### src/rtl/csa_serial_add_ctrl.sv
// Sequencer for a WORDS*8-bit add/subtract through one external 8-bit adder,
// one byte slice per cycle (LSB first), with a valid/ready result handshake.
module csa_serial_add_ctrl #(
    parameter int WORDS = 4
) (
    input  logic                 i_clk,
    input  logic                 i_rst,
    input  logic                 i_in_valid,
    output logic                 o_in_ready,
    input  logic [8*WORDS-1:0]   i_a,
    input  logic [8*WORDS-1:0]   i_b,
    input  logic                 i_cin,
    input  logic                 i_sub,
    output logic                 o_out_valid,
    input  logic                 i_out_ready,
    output logic [8*WORDS-1:0]   o_sum,
    output logic                 o_cout,
    output logic                 o_ovf,
    output logic                 o_busy,
    output logic [7:0]           o_add_a,
    output logic [7:0]           o_add_b,
    output logic                 o_add_cin,
    input  logic [7:0]           i_add_sum,
    input  logic                 i_add_cout
);

    localparam int W  = 8 * WORDS;
    localparam int IW = (WORDS > 1) ? $clog2(WORDS) : 1;

    typedef enum logic [1:0] {S_IDLE, S_RUN, S_DONE} state_t;

    state_t          r_state;
    logic [W-1:0]    r_a;
    logic [W-1:0]    r_b;      // B already inverted for subtract
    logic [W-1:0]    r_sum;
    logic            r_carry;
    logic            r_cout;
    logic            r_ovf;
    logic [IW-1:0]   r_idx;

    logic            w_last;
    logic [W-1:0]    w_a_shift;
    logic [W-1:0]    w_b_shift;

    assign w_last    = (r_idx == IW'(WORDS - 1));
    assign w_a_shift = r_a >> (8 * r_idx);
    assign w_b_shift = r_b >> (8 * r_idx);

    // NOTE: all state uses non-blocking assignments so every register samples
    // the pre-edge values of its neighbours; reset is synchronous by design.
    always_ff @(posedge i_clk) begin
        if (i_rst) begin
            r_state <= S_IDLE;
            r_a     <= '0;
            r_b     <= '0;
            r_sum   <= '0;
            r_carry <= 1'b0;
            r_cout  <= 1'b0;
            r_ovf   <= 1'b0;
            r_idx   <= '0;
        end else begin
            case (r_state)
                S_IDLE: begin
                    if (i_in_valid) begin
                        r_a     <= i_a;
                        r_b     <= i_sub ? ~i_b : i_b;
                        r_carry <= i_sub | i_cin;
                        r_idx   <= '0;
                        r_state <= S_RUN;
                    end
                end
                S_RUN: begin
                    r_sum[8*r_idx +: 8] <= i_add_sum;
                    r_carry             <= i_add_cout;
                    r_idx               <= r_idx + 1'b1;
                    if (w_last) begin
                        r_cout  <= i_add_cout;
                        r_ovf   <= (r_a[W-1] == r_b[W-1]) && (i_add_sum[7] != r_a[W-1]);
                        r_idx   <= '0;
                        r_state <= S_DONE;
                    end
                end
                S_DONE: begin
                    if (i_out_ready) r_state <= S_IDLE;
                end
                default: r_state <= S_IDLE;
            endcase
        end
    end

    // NOTE: every output of this block gets a default first, so no latch forms.
    always_comb begin
        o_add_a   = 8'h00;
        o_add_b   = 8'h00;
        o_add_cin = 1'b0;
        if (r_state == S_RUN) begin
            o_add_a   = w_a_shift[7:0];
            o_add_b   = w_b_shift[7:0];
            o_add_cin = r_carry;
        end
    end

    assign o_in_ready  = (r_state == S_IDLE) && !i_rst;
    assign o_out_valid = (r_state == S_DONE);
    assign o_busy      = (r_state != S_IDLE);
    assign o_sum       = r_sum;
    assign o_cout      = r_cout;
    assign o_ovf       = r_ovf;

endmodule

### config.mk
export PLATFORM = sky130hd
export DESIGN_NAME = csa_serial_add_ctrl
export DESIGN_NICKNAME = d
export VERILOG_FILES = /design/src/rtl/csa_serial_add_ctrl.sv
export SDC_FILE = /design/constraint.sdc
export NUM_CORES = 1
export LEC_CHECK = 0
export BUFFER_PORTS_ARGS = -buffer_cell sky130_fd_sc_hd__clkbuf_2
export CORE_MARGIN = 1
export CORE_UTILIZATION = 52
export CTS_CLUSTER_DIAMETER = 80
export DETAILED_ROUTE_END_ITERATION = 8
export PLACE_DENSITY = 0.9
export SLEW_MARGIN = 10
export SYNTH_ARGS = -nofsm -noshare
export SYNTH_HDL_FRONTEND = slang
export SYNTH_SLANG_ARGS = --single-unit
### constraint.sdc
create_clock -name i_clk -period 2.35 [get_ports i_clk]
set_input_delay 0.1175 -clock i_clk [delete_from_list [all_inputs] [get_ports i_clk]]
set_output_delay 0.1175 -clock i_clk [all_outputs]
set_load 0.02 [all_outputs]
* Yosys cells after proc, flatten, opt, wreduce, memory -nomap -nowiden *
Index checks and enable logic that the tools add are counted.

word-level totals
  logic and storage cells = 48
  input bits = 79
  output and inout port bits = 54
  register bits after elaboration = 103

cells by class
  $add $sub $neg = 2
  mux-type cells = 14
  bitwise logic cells = 2
  equal/unequal tests = 8
  reductions and logical operators = 10
  shifts and indexed selects = 4

operator list
  kind                       count
  $shr A32 B5 Y8             2
  $neg A5 Y34                1
  $shift A8 B34 Y32 const A  1
  $shiftx A8 B34 Y32         1
  $bwmux W32                 1
  $mux W32                   1
  $not A32 Y32               1
  $mux W8                    2
  $mux W2                    5
  $pmux W2 S3                1
  $reduce_and A2 Y1          3
  $eq A2 B2 Y1 const B       2
  $ne A2 B2 Y1 const B       2
  $pmux W2 S2                1
  $reduce_bool A2 Y1         2
  $reduce_and A3 Y1          1
  $add A2 B1 Y2 const B      1
  $eq A2 B1 Y1 const B       1
  $logic_and A1 B1 Y1        2
  $logic_not A2 Y1           1
  $mux W1                    2
  $ne A2 B1 Y1 const B       1
  $pmux W1 S2                1
  $eq A1 B1 Y1               1
  other kinds (3)            3

* Longest topological paths before layout *
  depth after elaboration = 3
  depth in mapped cells = 8
  depth with buffers taken out = 5

* Worst setup path before layout *
Ideal clock, no wire load.

  path kind = reg-to-reg
  from = register r_idx[1]
  to = register r_sum[25], in the netlist o_sum[25]
  cell stages (with the launch flop) = 8
  setup slack = 0.365 ns
  data required time = 2.280 ns
  period minus slack after synthesis = 1.985 ns
  library setup time = 0.070 ns
  arrival time = 1.915 ns
  path buffers = 2
  cell sequence = dfxtp_1 buf_2 buf_2 inv_1 ha_1 nor4b_2 nand3_1 a21oi_1

on the way
  cells in the longest elaborated chain, start to end = 3
  elaborated cells on any way between the ends = 4
  those cells by class = add/sub (1); shift (2); mux (1)

ends and longest elaborated chain
  element                                                         RTL line  RTL
  start: declaration                                              39        logic [IW-1:0] r_idx;
  start signal: assignment                                        75        r_idx <= r_idx + 1'b1;
  $neg A5 Y34 *                                                   73        r_sum[8*r_idx +: 8] <= i_add_sum;
  $shiftx A8 B34 Y32 / $shift A8 B34 Y32 (equally long branches)  73
  $bwmux W32 *                                                    73
  end signal: indexed assignment                                  73
  end: declaration                                                35        logic [W-1:0] r_sum;

Mark *: on every way between the ends. The rest lies on a longest branch, timed or not.
A chain may end at the register's enable or synchronous reset.

* Worst setup path in the final report *
  from = register r_state[0]
  to = output port o_add_a[0]

on the way
  cells in the longest elaborated chain, start to end = 2

ends and longest elaborated chain
  element                   RTL line  RTL
  start: declaration        32        state_t r_state;
  start signal: assignment  53        r_state <= S_IDLE;
  start signal: assignment  69        r_state <= S_RUN;
  start signal: assignment  80        r_state <= S_DONE;
  $eq A2 B1 Y1              96        if (r_state == S_RUN) begin
  $mux W8                   96
  end: declaration          20        output logic [7:0] o_add_a,

No other way between the ends.

==> results_dict.tcl <==
set metrics [dict create \
    status "completed" \
    first_global_vias 3978 \
    fin_crit_ps 2100 \
    ys_seq_area_share_pct 44.3 \
    multi_input_area_um2 2340 \
    register_area_um2 2060 \
    r2r-start "r_idx[0]" \
    switching_share_pct 27.1 \
    intPower_uw 2610 \
    dieWidth_um 96.6 \
    worstHoldStart "i_out_ready" \
    route.met2.wl_um 6020 \
    drcViolationCount 0 \
    rsz0062_at_grt "no" \
    avgSynthCellArea_um2 9.26 \
    area_growth_pct 24.4 \
    finalCritPeriodShare_pct 89.3 \
    layout_commonest_cell "clkbuf_2" \
    die_y_um 96.6 \
    core-area_um2 8680 \
    crit_path_start_kind "flop" \
    holdPathStages 3 \
    cp.buffers_inverters 1 \
    min_path_type "primary input to flop" \
    pre_cts_slack_ps 593 \
    synth_nets 586 \
    slew_headroom_pct 57.9 \
    crit_family "flip-flops" \
    grt_pass1_wl_um 18100 \
    cp.arrival_ps 1980 \
    hold_violations 0 \
    cts.path.max_buffers 2 \
    wl_um 11700 \
    setup_violations 0 \
    rows 34 \
    p_seq_share_pct 53.1 \
    io_buffers 132 \
    cp.required_ps 2230 \
    maxCapViolations 0 \
    cp_cell_sequence "nand2b_2 -> nor2b_1 -> clkbuf_2" \
    switching_power_uw 968 \
    tns_ps 0 \
    nets 727 \
    synth_top_area_share_pct 44.3 \
    maxUsedRoutingLayer "met4" \
    grt_max_degree 65 \
    vdd_ir_drop_max_mv 0.355 \
    ctsHtreeMaxLevel 3 \
    antennaDiodeCount 0 \
    dr.pass1.iters 5 \
    wire_per_inst_um 15.4 \
    top_level_ports 133 \
    overflow 0 \
    wl_met3_um 818 \
    yosysTopAreaCell "dfxtp_1" \
    critical_path_class "flop to primary output" \
    fin_ws_ps 251 \
    max_freq_mhz 476 \
    cts.sinks 103 \
    antenna_found_initial 0 \
    syn_area_um2 4650 \
    yosys_warnings 0 \
    reg2reg_to "o_sum[29]" \
    crit_fanout 19 \
    cts_tree "done" \
    final_cell_mix "clkbuf_2 (131), dfxtp_1 (103), nand2_1 (90)" \
    crit_slowest_cell "dfxtp_1" \
    vias 4144 \
    dp_hpwl_um 7670 \
    pwr-share-comb_pct 16.8 \
    clock_power_share_pct 30.1 \
    die-area_um2 9320 \
    synth-seq-cells 103 \
    regToRegSetupSlack_ps 510 \
    slowest_delay_ps 720 \
    postCtsSetupBuffers 0 \
    syn_inst 502 \
    met1_length_um 4580 \
    vias_per_cell 5.49 \
    clk_latency_ps 360 \
    track_usage_pct 25.5 \
    min_to "r_state[1]" \
    slew_viol_final 0 \
    yosys-top-cells-area "dfxtp_1 (44%), nand2_1 (7.3%), a21oi_1 (6.7%)" \
    drive_above_1_share_pct 27.0 \
    path_clk_slew_ps 90 \
    ys_types 37 \
    worstSetupEndpointType "primary output" \
    antenna_left 0 \
    p_per_area_nw_per_um2 618 \
    cts_buffers 9 \
    place_congestion 0.834 \
    start_util_pct 53.6 \
    synth_flop_cell "dfxtp_1" \
    worst-slew-pin-transition_ps 631 \
    clock-root-buffer "clkbuf_8" \
    whs_ps 24.6 \
    async_flop_share_pct 0 \
    fillers 703 \
    drt_iter0_drc 158 \
    finalCoreUtilization_pct 66.7 \
    r2r_cells 5 \
    p_leak_uw 0.00232 \
    finClkSkew_ps 9.00 \
    synth_edf_count 0 \
]
[cell families after synthesis]
kind of cell               synth area share, %
and+or+nand+nor                           20.7
muxes                                     8.07
adders and majority gates                 1.35
DFF                                       44.3
xor gates and xnor gates                  6.03
AOI/OAI and AO/OA                         14.2
buffers and inverters                     5.25
[worst min-delay path, delay by kind of cell]
kind / cells / cell delay (ps)
simple gates: 1 / 90
compound gates: 1 / 60
buf+inv: 1 / 70
[synth_stat cells, types with 4 or more instances]
cell type  count
dfxtp_1      103
nand2_1       90
a21oi_1       62
nor2_1        38
a211oi_1      34
xnor2_1       32
nand3_1       23
buf_2         21
nor2b_1       18
mux4_2        12
clkbuf_1      10
a32o_1         8
buf_4          5
ha_1           5
nand3b_1       5
inv_1          4
mux4_1         4
[what timing repair did]
item                                   in CTS  in global routing
resized for setup                           0                  0
endpoints found under the hold margin      31                  1
hold buffers                               31                  1
[power by group through the flow]
stage               registers [uW]  clock network (uW)  logic (uW)
floorplan                     1930                   0         402
global placement              1930                   0         534
detailed placement            1940                   0         552
CTS                           1900                1080         594
global route                  1910                1180         658
finish                        1900                1080         600
[stage by stage]
step                      total power [uW]  area, um^2  std cells
final                                 3580        5780        755
after CTS                             3570        5770        754
after floorplan                       2330        4650        502
after detailed placement              2490        5280        708
after global placement                2470        5280        708
after global routing                  3750        5780        755
[registers in the layout (all words and copies together), names as in the netlist]
register	count
o_ovf	1
r_state	2
r_idx	2
r_b	32
r_carry	1
o_cout	1
r_a	32
o_sum	32
[how the worst max path moves through the flow]
stage	startpoint	end	slack, ps	cells past startpoint
after detailed placement	r_idx[0]	o_sum[25]	590	5
after global placement	r_state[0]	o_add_cin	670	3
after CTS	r_state[0]	o_add_b[5]	260	3
after global routing	r_state[0]	o_add_a[0]	80	3
after floorplan	r_idx[1]	o_sum[25]	360	7
final	r_state[0]	o_add_a[0]	250	3
[area by class of cell]
type                       count  area share, %
multi-input combinational    353           40.5
sequential                   103           35.6
timing repair buffer         172           18.0
tap                          108           2.34
clock buffer                   9           2.14
clock inverter                 6           1.06
inverter                       4          0.260
[metal layers]
layer  vias up  global-route usage, %
met2       200                   45.7
met1      1902                   29.3
li1       2020                      -
met5         -                      0
met4         0                   8.46
met3        22                   6.89
Power figures use the tool's default switching activity.
